===== src/rtl/regfile_writeback_queue_if.sv =====
// ============================================================================
// Module   : regfile_writeback_queue_if
// Purpose  : Producer handshake and register-file write-port bundle for the
//            write-back queue. slave = queue side, master = environment side.
// Revision : 1.0 - initial release
// ============================================================================
`default_nettype none

interface regfile_writeback_queue_if #(
   parameter int DATA_W = 16,
   parameter int ADDR_W = 4,
   parameter int DEPTH  = 4
);
   localparam int CNT_W = $clog2(DEPTH) + 1;

   logic                  in_valid;
   logic                  in_ready;
   logic [ADDR_W-1:0]     in_addr;
   logic [DATA_W-1:0]     in_data;
   logic                  hold;
   logic [ADDR_W-1:0]     C;
   logic                  write;
   logic [DATA_W-1:0]     inputReg;
   logic [2**ADDR_W-1:0]  pending_mask;
   logic [CNT_W-1:0]      count;

   modport slave (
      input  in_valid, in_addr, in_data, hold,
      output in_ready, C, write, inputReg, pending_mask, count
   );

   modport master (
      output in_valid, in_addr, in_data, hold,
      input  in_ready, C, write, inputReg, pending_mask, count
   );
endinterface

`default_nettype wire


===== src/rtl/regfile_writeback_queue.sv =====
// ============================================================================
// Module   : regfile_writeback_queue
// Purpose  : Small FIFO between ALU/memory results and the register file
//            write port. Drains one entry per cycle unless hold is high and
//            publishes a mask of registers with a write still in flight.
// Options  : WB_COALESCE_EN - merge a result into the newest queued entry
//            when it targets the same register (never the head entry).
// Revision : 1.0 - initial release
// ============================================================================
`default_nettype none

module regfile_writeback_queue #(
   parameter int DATA_W = 16,
   parameter int ADDR_W = 4,
   parameter int DEPTH  = 4
) (
   input  wire logic                   clk,
   input  wire logic                   reset,
   regfile_writeback_queue_if.slave    bus
);
   localparam int PTR_W  = $clog2(DEPTH);
   localparam int CNT_W  = PTR_W + 1;
   localparam int MASK_W = 2**ADDR_W;

   logic [ADDR_W-1:0] r_addr [DEPTH];
   logic [DATA_W-1:0] r_data [DEPTH];
   logic [PTR_W-1:0]  r_head;
   logic [PTR_W-1:0]  r_tail;
   logic [CNT_W-1:0]  r_count;
   logic [ADDR_W-1:0] r_last_addr;
   logic [DATA_W-1:0] r_last_data;

   logic              w_not_empty;
   logic              w_not_full;
   logic              w_push;
   logic              w_pop;
   logic              w_coal;
   logic [PTR_W-1:0]  w_tail_m1;
   logic [DEPTH-1:0]  w_occ;
   logic [MASK_W-1:0] w_mask;

   assign w_not_empty = (r_count != '0);
   assign w_not_full  = (r_count < CNT_W'(DEPTH));
   assign w_tail_m1   = r_tail - PTR_W'(1);

`ifdef WB_COALESCE_EN
   // With two or more entries the newest one is never the head, so it is
   // safe to rewrite its data even while the head is being committed.
   assign w_coal = bus.in_valid && (r_count >= CNT_W'(2)) &&
                   (bus.in_addr == r_addr[w_tail_m1]);
`else
   assign w_coal = 1'b0;
`endif

   assign w_push = bus.in_valid && w_not_full && !w_coal;
   assign w_pop  = w_not_empty && !bus.hold;

   // in_ready is forced low while reset is asserted.
   assign bus.in_ready = reset && (w_not_full || w_coal);
   assign bus.write    = w_pop;
   assign bus.C        = w_not_empty ? r_addr[r_head] : r_last_addr;
   assign bus.inputReg = w_not_empty ? r_data[r_head] : r_last_data;
   assign bus.count    = r_count;

   // An entry is occupied if its distance from head is below count.
   for (genvar g = 0; g < DEPTH; g++) begin : g_occ
      logic [PTR_W-1:0] w_off;
      assign w_off    = PTR_W'(g) - r_head;
      assign w_occ[g] = ({1'b0, w_off} < r_count);
   end

   // Pending mask: OR of one-hot destination decodes of occupied entries.
   always_comb begin
      w_mask = '0;
      for (int i = 0; i < DEPTH; i++) begin
         if (w_occ[i]) begin
            w_mask[r_addr[i]] = 1'b1;
         end
      end
   end

   assign bus.pending_mask = w_mask;

   // Queue storage, pointers, occupancy and last-presented head values.
   always_ff @(posedge clk or negedge reset) begin
      if (!reset) begin
         r_head      <= '0;
         r_tail      <= '0;
         r_count     <= '0;
         r_last_addr <= '0;
         r_last_data <= '0;
         for (int i = 0; i < DEPTH; i++) begin
            r_addr[i] <= '0;
            r_data[i] <= '0;
         end
      end else begin
         if (w_push) begin
            r_addr[r_tail] <= bus.in_addr;
            r_data[r_tail] <= bus.in_data;
            r_tail         <= r_tail + PTR_W'(1);
         end
         if (w_coal) begin
            r_data[w_tail_m1] <= bus.in_data;
         end
         if (w_pop) begin
            r_head <= r_head + PTR_W'(1);
         end
         case ({w_push, w_pop})
            2'b10:   r_count <= r_count + CNT_W'(1);
            2'b01:   r_count <= r_count - CNT_W'(1);
            default: r_count <= r_count;
         endcase
         // Remember what was on C/inputReg so they hold once the queue empties.
         if (w_not_empty) begin
            r_last_addr <= r_addr[r_head];
            r_last_data <= r_data[r_head];
         end
      end
   end
endmodule

`default_nettype wire

===== src/flat_wrapper.sv =====
// flat-port wrapper written by rule: the top's interface ports become plain ports
module regfile_writeback_queue_flat 
#(
   parameter int DATA_W = 16,
   parameter int ADDR_W = 4,
   parameter int DEPTH  = 4
)
  (clk, reset, bus_in_valid, bus_in_addr, bus_in_data, bus_hold, bus_in_ready, bus_C, bus_write, bus_inputReg, bus_pending_mask, bus_count);
  regfile_writeback_queue_if #(.DATA_W(DATA_W), .ADDR_W(ADDR_W), .DEPTH(DEPTH)) bus_i ();
  input  wire logic clk;
  input  wire logic reset;
  input wire logic [$bits(bus_i.in_valid)-1:0] bus_in_valid;
  input wire logic [$bits(bus_i.in_addr)-1:0] bus_in_addr;
  input wire logic [$bits(bus_i.in_data)-1:0] bus_in_data;
  input wire logic [$bits(bus_i.hold)-1:0] bus_hold;
  output wire logic [$bits(bus_i.in_ready)-1:0] bus_in_ready;
  output wire logic [$bits(bus_i.C)-1:0] bus_C;
  output wire logic [$bits(bus_i.write)-1:0] bus_write;
  output wire logic [$bits(bus_i.inputReg)-1:0] bus_inputReg;
  output wire logic [$bits(bus_i.pending_mask)-1:0] bus_pending_mask;
  output wire logic [$bits(bus_i.count)-1:0] bus_count;
  assign bus_i.in_valid = bus_in_valid;
  assign bus_i.in_addr = bus_in_addr;
  assign bus_i.in_data = bus_in_data;
  assign bus_i.hold = bus_hold;
  assign bus_in_ready = bus_i.in_ready;
  assign bus_C = bus_i.C;
  assign bus_write = bus_i.write;
  assign bus_inputReg = bus_i.inputReg;
  assign bus_pending_mask = bus_i.pending_mask;
  assign bus_count = bus_i.count;
  regfile_writeback_queue #(.DATA_W(DATA_W), .ADDR_W(ADDR_W), .DEPTH(DEPTH)) u_core (.clk(clk), .reset(reset), .bus(bus_i));
endmodule

===== config.mk =====
export PLATFORM = sky130hd
export DESIGN_NAME = regfile_writeback_queue_flat
export DESIGN_NICKNAME = d
export VERILOG_FILES = /design/src/rtl/regfile_writeback_queue_if.sv /design/src/rtl/regfile_writeback_queue.sv /design/src/flat_wrapper.sv
export SDC_FILE = /design/constraint.sdc
export NUM_CORES = 1
export LEC_CHECK = 0
export ABC_CLOCK_PERIOD_IN_PS = 2800
export CAP_MARGIN = 20
export CORE_ASPECT_RATIO = 0.5
export CORE_MARGIN = 1
export CORE_UTILIZATION = 51
export DETAILED_ROUTE_END_ITERATION = 7
export PLACE_DENSITY = 0.77
export SLEW_MARGIN = 0
export SYNTH_ARGS = -nofsm -noshare
export SYNTH_HDL_FRONTEND = slang
export SYNTH_SLANG_ARGS = --single-unit
export TNS_END_PERCENT = 30

===== constraint.sdc =====
create_clock -name clk -period 2.8 [get_ports clk]
set_input_delay 0.56 -clock clk [delete_from_list [all_inputs] [get_ports clk]]
set_output_delay 0.56 -clock clk [all_outputs]
set_load 0.005 [all_outputs]

Word-level counts from Yosys, hierarchy flattened
Cells that the tools add are included.
{"block": "classes", "add_sub_neg": 8, "n_lt_le_gt_ge": 16, "eq_ne": 2, "mux": 27, "bitwise_logic": 5, "n_reduce_logical": 11}
{"operator": "2-to-1 mux 16 bit", "count": 8}
{"operator": "bitwise mux 64 bit", "count": 1}
{"operator": "bitwise OR 16 bit", "count": 3}
{"operator": "binary-select mux 16 bit (select 2 bit)", "count": 1}
{"operator": "demux 16 bit (select 2 bit)", "count": 1}
{"operator": "< comparator 4 x 5 -> 1 bit (second input constant)", "count": 4}
{"operator": "bitwise mux 16 bit", "count": 1}
{"operator": "demux 1 bit (select 4 bit)", "count": 4}
{"operator": "greater-or-equal comparator 4 x 1 -> 1 bit (second input constant)", "count": 4}
{"operator": "2-to-1 mux 4 bit", "count": 4}
{"operator": "< comparator 2 x 3 -> 1 bit", "count": 4}
{"operator": "binary-select mux 4 bit (select 2 bit)", "count": 1}
{"operator": "demux 4 bit (select 2 bit)", "count": 1}
{"operator": "logical AND 1 bit", "count": 8}
{"operator": "greater-or-equal comparator 3 bit (second input constant)", "count": 2}
{"operator": "NOT 2 -> 3 bit", "count": 2}
{"operator": "case mux 3 bit (2 select lines)", "count": 1}
{"operator": "adder 2 x 1 -> 2 bit (second input constant)", "count": 2}
{"operator": "2-to-1 mux 1 bit", "count": 4}
{"operator": "subtractor 1 x 2 -> 2 bit (first input constant)", "count": 2}
{"operator": "subtractor 2 bit (first input constant)", "count": 2}
{"operator": "adder 3 x 1 -> 3 bit (second input constant)", "count": 1}
{"operator": "< comparator 3 x 1 -> 1 bit (second input constant)", "count": 1}
{"operator": "< comparator 3 bit (second input constant)", "count": 1}
{"operator": "6 further kinds", "count": 6}
{"block": "word_totals", "register_bits": 107, "input_bits": 24, "output_inout_bits": 41, "word_cells": 82}

Logic depth before layout (Yosys ltp)
{"block": "logic_depth", "depth_word": 11, "ltp_mapped": 9, "ltp_nobuf": 8}

Worst setup path before layout
Ideal clock, no wire load.
{"block": "synth_timing", "kind": "reg-to-output", "startpoint": "register u_core.r_head[1]", "endpoint": "output bus_pending_mask[1]", "arrival_ns": 2.162, "required_ns": 2.240, "path_slack_ns": 0.078, "path_stages_with_launch": 9, "n_path_buf": 1, "cell_sequence": "dfrtp_1 -> buf_1 -> xor2_1 -> inv_1 -> ha_1 -> and2b_1 -> a2111oi_2 -> a22oi_1 -> nand3_1"}
{"block": "synth_via", "elab_chain_len": 9, "elab_cells_between_ends": 15, "classes_between": "4 x add/sub; 4 x order compare; 4 x mux; 3 x bitwise"}
{"item": "from (decl)", "line_no": "regfile_writeback_queue.sv:27", "rtl": "logic [PTR_W-1:0] r_head;"}
{"item": "from (signal assigned)", "line_no": "regfile_writeback_queue.sv:106", "rtl": "r_head <= r_head + PTR_W'(1);"}
{"item": "subtractor 1 x 2 -> 2 bit", "line_no": "regfile_writeback_queue.sv:68", "rtl": "assign w_off = PTR_W'(g) - r_head;"}
{"item": "< comparator 2 x 3 -> 1 bit", "line_no": "regfile_writeback_queue.sv:69", "rtl": "assign w_occ[g] = ({1'b0, w_off} < r_count);"}
{"item": "2-to-1 mux 16 bit", "line_no": "regfile_writeback_queue.sv:76", "rtl": "if (w_occ[i]) begin"}
{"item": "bitwise OR 16 bit (no line)"}
{"item": "2-to-1 mux 16 bit", "line_no": "regfile_writeback_queue.sv:76"}
{"item": "bitwise OR 16 bit (no line)"}
{"item": "2-to-1 mux 16 bit", "line_no": "regfile_writeback_queue.sv:76"}
{"item": "bitwise OR 16 bit (no line)"}
{"item": "2-to-1 mux 16 bit (*)", "line_no": "regfile_writeback_queue.sv:76"}
{"item": "to (decl)", "line_no": "flat_wrapper.sv:20", "rtl": "output wire logic [$bits(bus_i.pending_mask)-1:0] bus_pending_mask;"}
Every way passes the cells marked *; elsewhere a longest branch is shown, timed or not.

Final worst setup path
{"block": "layout_timing", "startpoint": "register u_core.r_head[0]", "endpoint": "output bus_pending_mask[10]"}
Same word-level chain as after synthesis.

==> impl_metrics.yaml <==
status:
  outcome: "finished, violations left"
  failed_checks: "setup timing"
clocking:
  cts.sink_count: 107
  htree_levels: 3
  inserted_clock_buffers: 9
  tritoncts_clock_tree: "built"
  worstSkewPairLatency_ns: 0.34
  cts.path.max_buffers: 2
  clockRootBuffer: "sky130_fd_sc_hd__clkbuf_16"
  cts_hold_buf: 0
  clkTransAtPathRegs_ns: 0.07
global_route:
  antenna_found_initial: 0
  grt_max_degree: 65
  grt_pass1_vias: 3829
  globalRouteTotalUtil_pct: 23.59
  globalRouteOverflowTotal: 0
  grt_pass1_wl_microns: 19530
cells_and_area:
  post-route-util_pct: 66.21
  final_design_area_no_fill_sq_mm: 0.006785
  growth_of_design_area_from_synthesis_to_finish_pct: 25.68
  fillCellCount: 799
  final_layout_size_suffix_gt1_share_pct: 42.80
  final_net_count: 532
  num_antenna_cells: 0
logic_synthesis:
  post_synth_main_area_contributors: "sky130_fd_sc_hd__dfrtp_1 50%, sky130_fd_sc_hd__mux2_2 21%, sky130_fd_sc_hd__mux4_2 8.3%"
  synthesis.area_per_instance_sq_um: 13.23
  syn-cell-area_sq_mm: 0.005399
  synth.ff_latch_count: 107
  cell_type_with_the_highest_aggregate_area_in_the_netlist: "sky130_fd_sc_hd__dfrtp_1"
  syn-instance-count: 408
  yosysWarningCount: 0
  netlist_cell_types: 36
  synth_top_cell_area_share_pct: 49.59
  synth_nets: 442
  sequential_element_share_of_the_synthesized_area_pct: 49.59
sta:
  setup_viol: 27
  fin_skew_ns: 0.006165
  fmax_mhz: 336.9
  timing.final.crit_share_pct: 106.0
  final-hold-violation-count: 0
  timing.final.max_slew_violations: 0
  rsz0062_at_grt: "yes"
  maxSlewHeadroom_pct: 46.62
  layout_setup_ws_ns: -0.1684
  finalWorstPathRequiredPeriod_ns: 2.968
  tightest_slew_ns: 0.8007
floorplanning:
  io_pins: 65
  floorplan.core_area_sq_mm: 0.01025
  die_width_microns: 147.5
  initial_utilization_pct: 52.69
  floorplan.die.height_microns: 74.76
  die-area_sq_mm: 0.01103
  fp-row-count: 26
route:
  via_count: 3732
  post_drt_via_cell_ratio: 5.831
  drc_errors: 0
  drt_pass1_iterations: 4
  detail-route-antenna-nets: 0
  routedWlPerCell_microns: 19.13
  dr.first_iter.drc_count: 271
  postRouteWirelength_microns: 12240
place:
  dpl_cell_area_sq_mm: 0.006315
  port_buffers: 64
  gp_congestion: 0.9296
  hpwl_microns: 7907
min_path:
  hold_path_class: "input pin to asynchronous set/reset pin"
power:
  p_sw_mw: 3.322
  seqPwrFrac_pct: 32.2
  power_frac_comb_pct: 55.4
  clkPwrFrac_pct: 12.4
  power_leakage_nw: 2.944
  sw_frac_of_total_pct: 35.84
  pwr_density_cell_mw_per_mm2: 1366
  worst_ir_drop_vdd_mv: 0.5813
  p_int_mw: 5.948
critical_path:
  cp.arrival_ns: 2.41
  r2r.worst_path.cells: 10
  endpoint_kind: "output port"
  timing.critical_path.from_type: "flip-flop"
  r2r_slack_ns: 0.55
  criticalPathCategory: "flip-flop to output port"
  worst-endpoint-required_ns: 2.24
  rr_endpoint: "u_core.bus.count[2]$_DFFE_PN0P_"
  worst-path-max-fanout: 4
  worst_r2r_startpoint: "u_core.bus.count[2]$_DFFE_PN0P_"
  timing.critical_path.from: "u_core.r_head[0]$_DFFE_PN0P_"
run:
  max_cap_viol_count: 0
layout make-up:
| class | instances | area (sq um) | area share [%] |
|---|---|---|---|
| Clock inverter | 2 | 13.76 | 0.2028 |
| Timing Repair Buffer | 108 | 948.4 | 13.98 |
| Clock buffer | 11 | 252.7 | 3.725 |
| Inverter | 12 | 45.04 | 0.6638 |
| Multi-Input combinational cell | 260 | 2673 | 39.39 |
| Tap cell | 140 | 175.2 | 2.582 |
| Sequential cell | 107 | 2678 | 39.46 |
power groups by stage:
stage / sequential (mW) / combinational (mW) / clock, mW
2_1_floorplan: 2.64 / 3.07 / 0
3_3_place_gp: 2.91 / 4.76 / 0
3_5_place_dp: 2.95 / 4.86 / 0
4_1_cts: 2.94 / 4.97 / 1.17
5_1_grt: 3.06 / 5.57 / 1.24
6_report: 2.99 / 5.14 / 1.15
timing repair:
item,CTS,global route
buffers inserted,13,0
hold endpoints to repair,0,0
pin swaps,23,4
gates resized for setup,88,12
cloned,0,1
setup endpoints to repair,36,33
critical path, cell delays in order (launching register included):
cell and delay, ns:
sky130_fd_sc_hd__dfrtp_1 0.38, sky130_fd_sc_hd__xor2_1 0.20, sky130_fd_sc_hd__inv_1 0.07, sky130_fd_sc_hd__ha_1 0.28, sky130_fd_sc_hd__and2b_2 0.26, sky130_fd_sc_hd__a2111oi_4 0.33
sky130_fd_sc_hd__buf_4 0.19, sky130_fd_sc_hd__buf_6 0.09, sky130_fd_sc_hd__a22oi_2 0.06, sky130_fd_sc_hd__o221ai_2 0.08, sky130_fd_sc_hd__buf_2 0.14
routing by layer:
| metal | vias to the layer above | share of wire, % | track usage (%) |
|---|---|---|---|
| met3 | 28 | 5.8 | 5.879 |
| met1 | 1890 | 43 | 29.86 |
| met2 | 142 | 49 | 40.72 |
| met4 | 0 | 2.0 | 8.247 |
| met5 | - | 0 | 0 |
| li1 | 1672 | - | - |
metrics by stage:
stage	setup slack (ns)	setup TNS (ns)	total power [mW]	instances	hold WS [ns]
floorplan	0.07771	0	5.704	408	0.2644
global placement	-0.2147	-1.803	7.664	614	0.4772
finish	-0.1684	-2.462	9.270	640	0.4210
CTS	-0.1823	-2.827	9.082	639	0.4476
global route	-0.2889	-5.003	9.878	640	0.4752
detailed placement	-0.2549	-2.352	7.806	614	0.4833
synthesized netlist by cell type (all sizes together):
library cell / count
nand4: 12
a31oi: 1
nor3: 2
nand3: 24
and2b: 6
xnor2: 4
a32oi: 4
nand2: 19
a2111oi: 2
buf: 22
dfrtp: 107
nor4: 1
fa: 1
nor2b: 10
xor2: 3
mux2: 100
mux4: 20
o221ai: 4
inv: 12
clkbuf: 7
nand3b: 2
ha: 9
a22oi: 8
nor4b: 3
nand2b: 4
and3: 2
nor2: 9
a21boi: 1
a211oi: 3
o21ai: 3
nand4b: 2
and2: 1
state kept, by name (all words and copies together), names as in the netlist:
signal / flops
u_core.r_tail: 2
u_core.r_addr: 16
u_core.bus.count: 3
u_core.r_last_addr: 4
u_core.r_data: 64
u_core.r_last_data: 16
u_core.r_head: 2
layout by cell type (no fill, tap or decap), types with 4 or more instances in the layout:
cell type / count
sky130_fd_sc_hd__a22oi_1: 5
sky130_fd_sc_hd__clkbuf_16: 10
sky130_fd_sc_hd__dfrtp_1: 107
sky130_fd_sc_hd__nor2_1: 9
sky130_fd_sc_hd__dlygate4sd2_1: 9
sky130_fd_sc_hd__ha_1: 9
sky130_fd_sc_hd__buf_4: 34
sky130_fd_sc_hd__inv_1: 12
sky130_fd_sc_hd__nand2_1: 19
sky130_fd_sc_hd__and2b_1: 5
sky130_fd_sc_hd__clkdlybuf4s50_1: 38
sky130_fd_sc_hd__xnor2_1: 4
sky130_fd_sc_hd__buf_6: 9
sky130_fd_sc_hd__mux2_2: 100
sky130_fd_sc_hd__nand3_1: 23
sky130_fd_sc_hd__nand2b_1: 4
sky130_fd_sc_hd__nand4_1: 12
sky130_fd_sc_hd__nor2b_1: 10
sky130_fd_sc_hd__buf_2: 16
sky130_fd_sc_hd__mux4_2: 20
logic make-up (layout without fill, tap and decap cells):
logic type	count (synthesis)	in the layout	share of synthesized area (%)
and+or+nand+nor	97	97	9.757
AOI/OAI and AO/OA	26	26	4.519
DFF	107	107	49.59
xor gates and xnor gates	7	7	1.136
adders and majority gates	10	10	2.457
buffers and inverters	41	133	3.337
muxes	120	120	29.20
how the worst max path moves through the flow:
stage                                 to  slack (ns)
floorplan            bus_pending_mask[1]        0.08
global placement     bus_pending_mask[1]       -0.21
detailed placement  bus_pending_mask[14]       -0.25
CTS                 bus_pending_mask[10]       -0.18
global route         bus_pending_mask[5]       -0.29
finish              bus_pending_mask[10]       -0.17
(Power assumes the default switching activity.)
==> RTL edit 1: new RTL, config.mk and constraints unchanged <==
`ADDR_W` is set to 4 in 3 places; all go to 2.
--- a/src/rtl/regfile_writeback_queue_if.sv
+++ b/src/rtl/regfile_writeback_queue_if.sv
@@ -8,7 +8,7 @@
 
 interface regfile_writeback_queue_if #(
    parameter int DATA_W = 16,
-   parameter int ADDR_W = 4,
+   parameter int ADDR_W = 2,
    parameter int DEPTH  = 4
 );
    localparam int CNT_W = $clog2(DEPTH) + 1;
--- a/src/rtl/regfile_writeback_queue.sv
+++ b/src/rtl/regfile_writeback_queue.sv
@@ -11,7 +11,7 @@
 
 module regfile_writeback_queue #(
    parameter int DATA_W = 16,
-   parameter int ADDR_W = 4,
+   parameter int ADDR_W = 2,
    parameter int DEPTH  = 4
 ) (
    input  wire logic                   clk,
--- a/src/flat_wrapper.sv
+++ b/src/flat_wrapper.sv
@@ -2,7 +2,7 @@
 module regfile_writeback_queue_flat 
 #(
    parameter int DATA_W = 16,
-   parameter int ADDR_W = 4,
+   parameter int ADDR_W = 2,
    parameter int DEPTH  = 4
 )
   (clk, reset, bus_in_valid, bus_in_addr, bus_in_data, bus_hold, bus_in_ready, bus_C, bus_write, bus_inputReg, bus_pending_mask, bus_count);
Ports: changed (resized bus_C, bus_in_addr and bus_pending_mask); port bits go from 65 to 49. No check against the original RTL was run, so the function may have changed too.
==> RTL edit 1 against the original RTL <==
  * The run still ends with setup timing left
  * Wire length is 24% lower
  * Critical path depth shrank 6
  * Area after synthesis fell by 17%
  * Final cell count fell by 27%
  * Fmax up 5.8%
  * Setup slack gained 160 ps
  * Design area down 19%
  * Sequential cell count down 10
  * Power decreased by 21%
  * First-iteration DRC count down 58%
  * Critical endpoint is now bus_inputReg[11]
  * Largest power group unchanged
==> RTL edit 1: results (changes against the original RTL) <==
[status]
status = finished with violations
violations = setup timing

[route]
drt-wirelength-per-cell_um = 20.1  ; +5.0%
vias = 2642  ; -29%
wl_um = 9360  ; -24%

[synth]
avgSynthCellArea_um2 = 15.7  ; +19%
synth_commonest_cells = dfrtp_1 (97), mux2_2 (90), mux4_2 (18)
synth_nets = 318  ; -28%

[finish]
fillerInstances = 569  ; -29%
seqCellArea_mm2 = 0.00243  ; -9.3%
drive_gt1_share_pct = 44.4  ; +1.6 points
fin_nets = 381  ; -28%

[placement]
post_dp_cell_area_mm2 = 0.00507  ; -20%
dp_hpwl_um = 5930  ; -25%
dp.cells = 444  ; -28%

[timing]
setup_slack_ps = -6.29  ; +162 ps
worst_pin_slew_ps = 754  ; -46.8 ps
timing.hold.ws_ps = 430  ; +8.71 ps
finalSetupViolations = 1  ; -96%

[pwr]
cellLeakagePower_nw = 2.45  ; -17%
peakVddDrop_v = 0.000553  ; -4.9%

[grt]
grt_usage_pct = 21.5  ; -2.1 points
first_global_vias = 2745  ; -28%
grt_pass1_wl_um = 14200  ; -27%

[setup_path]
r2r_cells = 9  ; -1
rr_startpoint = u_core.bus.count[0]

RTL edit 1: layer usage:
| layer | global-route usage, % | part of all wire (%) |
|---|---|---|
| met1 | 26.4 | 43 |
| met2 | 38.2 | 50 |
| met3 | 4.37 | 4.9 |
| met4 | 9.27 | 2.1 |
| met5 | 0 | 0 |
RTL edit 1: kinds of logic (layout without fill, tap and decap cells):
kind of cell | after synthesis | in the layout | share of synthesized area [%]
DFF | 97 | 97 | 54.1
muxes | 108 | 108 | 31.6
adders and majority gates | 10 | 10 | 2.95
AOI/OAI and AO/OA | 17 | 17 | 2.84
xor gates and xnor gates | 7 | 7 | 1.37
buffers and inverters | 26 | 94 | 3.96
and+or+nand+nor | 21 | 21 | 3.23
RTL edit 1: repair_timing:
action	CTS	global route
gates cloned	0	1
endpoints found under the setup margin	19	12
gates resized for setup	22	11
pin swaps	3	2
buffers inserted	0	5
RTL edit 1: area by class of cell:
cell class / count / share of cell area (%)
flip-flops and latches: 97 / 44.4
inverters: 14 / 0.961
well taps: 112 / 2.56
clock buffers: 12 / 4.69
clock inverters: 4 / 0.480
repair buffers: 64 / 11.5
multi-input cells: 163 / 35.4
RTL edit 1: report_power, final:
part | internal, mW | switching (mW)
registers | 2.14 | 0.470
clock network | 0.651 | 0.515
logic | 2.12 | 1.39
total | 4.90 | 2.38
RTL edit 1: worst max path at each step:
stage / startpoint / to / slack [ps] / depth (start not counted)
after floorplan: u_core.r_head[1] / bus_pending_mask[0] / 480 / 7
after global placement: u_core.r_head[0] / bus_pending_mask[0] / 170 / 7
after detailed placement: u_core.r_head[0] / bus_pending_mask[0] / -20 / 7
after CTS: u_core.r_head[0] / bus_inputReg[3] / 1 / 4
after global routing: u_core.r_head[1] / bus_pending_mask[0] / -40 / 8
final: u_core.r_head[1] / bus_inputReg[11] / -6 / 4
==> RTL edit 2: new RTL, same settings <==
Without the edit above. Make the reset (`reset`) synchronous in one clocked block.
--- a/src/rtl/regfile_writeback_queue.sv
+++ b/src/rtl/regfile_writeback_queue.sv
@@ -82,7 +82,7 @@
    assign bus.pending_mask = w_mask;
 
    // Queue storage, pointers, occupancy and last-presented head values.
-   always_ff @(posedge clk or negedge reset) begin
+   always_ff @(posedge clk) begin
       if (!reset) begin
          r_head      <= '0;
          r_tail      <= '0;
Behaviour: differs if reset is asserted again (counterexample within 4 cycles, from zero or initial values and one cycle with reset low); with reset held inactive, the same outputs for 4 cycles.
==> RTL edit 2 against the original RTL <==
  * The run still ends with setup timing left
  * Critical path depth down 2
  * Sequential cell count up 2
  * Hold slack better by 160 ps
  * Setup slack better by 69 ps
  * Area after synthesis up 0.28%
  * Count of clock-buffer cells in the layout up 1
  * Design area up 2.0%
  * Power down 33%
  * Wire length up 4.0%
  * Sequential share of layout area up 3.8 points
  * Largest cell class unchanged
  * Highest routed layer unchanged
==> RTL edit 2: results (changes against the original RTL) <==
[synth]
synth_xor_area_share_pct = 0.971  ; -0.16 points
synthAdderAreaFrac_pct = 1.53  ; -0.93 points
synth_commonest_cells = edfxtp_1 (80), and2_1 (50), nor2_1 (49)
synth.distinct_cells = 44  ; +22%
synth-compound-area-share_pct = 5.66  ; +1.1 points
synth_nets = 490  ; +11%
synth-async-reset-ratio_pct = 0  ; -100 points
synth-edff-count = 80  ; +80
yosys-top-cells-area = edfxtp_1 (44%), dfxtp_1 (11%), mux4_2 (8.3%), and2_1 (5.8%), mux2_2 (4.2%)
synth.area.mux_share_pct = 12.5  ; -17 points

[finish]
fillerInstances = 763  ; -4.5%
fin_nets = 582  ; +9.4%
drive_gt1_share_pct = 23.7  ; -19 points

[placement]
dp.cells = 672  ; +9.4%
gp_congestion = 0.873  ; -6.1%
post_dp_cell_area_mm2 = 0.00641  ; +1.4%
pre_cts_slack_ps = -3.93  ; +251 ps
dp_hpwl_um = 8120  ; +2.7%

[route]
first_pass_iters = 5  ; +1
drt-wirelength-per-cell_um = 18.3  ; -4.5%
drt_iter0_drc = 255  ; -5.9%

[timing]
final.setup.tns_ps = -246  ; +2220 ps
timing.hold.ws_ps = 581  ; +160 ps
finalSetupViolations = 5  ; -81%
setup_slack_ps = -99.0  ; +69.4 ps
skew_ps = 10.1  ; +3.95 ps
slew_headroom_pct = 70.2  ; +24 points

[min_path]
min_path_type = reg2reg

[setup_path]
cp_slowest_cell = clkdlybuf4s50_1
critPathArrivalTime_ps = 2340  ; -70 ps
rr_endpoint = u_core.bus.count[2]
max_stage_delay_ps = 440  ; +60 ps
rr_startpoint = u_core.bus.count[2]

[grt]
first_global_vias = 3704  ; -3.3%
grt_usage_pct = 23.9  ; +0.31 points
grt_max_degree = 23  ; -65%
grt_pass1_wl_um = 19400  ; -0.46%

[status]
violations = setup timing
status = finished with violations

[pwr]
peakVddDrop_v = 0.000416  ; -28%
cellLeakagePower_nw = 2.82  ; -4.1%

[clock_network]
cts_resized = 30  ; -66%

==> RTL edit 2: cell types whose count changed after synthesis, sizes merged, moves of 7 or more <==
cell,unedited run,this run
dfrtp,107,0
and2,1,50
nor2b,10,19
nand3,24,31
nor2,9,49
nand2b,4,12
inv,12,29
buf,22,12
nand2,19,26
dfxtp,0,29
mux2,100,20
edfxtp,0,80
==> RTL edit 2: final cells by class <==
cell class | instances | area (um2) | area share (%)
flip-flops and latches | 109 | 2990 | 43.2
multi-input cells | 298 | 2370 | 34.2
repair buffers | 105 | 993 | 14.4
clock buffers | 12 | 246 | 3.56
well taps | 140 | 175 | 2.53
inverters | 29 | 109 | 1.57
clock inverters | 4 | 35.0 | 0.506
==> RTL edit 2: worst min-delay path, delay by kind of cell (launching register included) <==
family | cells | cell delay (ps)
muxes | 1 | 140
and+or+nand+nor | 1 | 110
DFF | 1 | 300
==> RTL edit 2: per-layer routing <==
layer	track usage [%]	wire length [um]	vias up	share of wire [%]
met2	42.3	6320	168	50
met5	0	0	-	0
met3	5.03	755	20	5.9
met4	7.45	192	0	1.5
met1	30.3	5470	1924	43
li1	-	-	1835	-
==> RTL edit 2: worst max-delay path by stage <==
stage | from | endpoint | slack (ps) | cells past startpoint
final | u_core.r_head[0] | bus_pending_mask[8] | -100 | 8
after global routing | u_core.r_head[0] | bus_pending_mask[8] | -230 | 7
after CTS | u_core.r_head[0] | bus_pending_mask[8] | -220 | 8
after detailed placement | u_core.r_head[1] | bus_pending_mask[2] | -4 | 9
after global placement | u_core.r_head[1] | bus_pending_mask[2] | 30 | 9
after floorplan | bus_in_valid | u_core.r_addr[1][0] | 30 | 3
==> RTL edit 2: power breakdown <==
group | internal [mW] | switching (mW)
Clock | 0.636 | 0.558
Sequential | 2.04 | 0.154
Combinational | 1.56 | 1.30
Total | 4.24 | 2.01
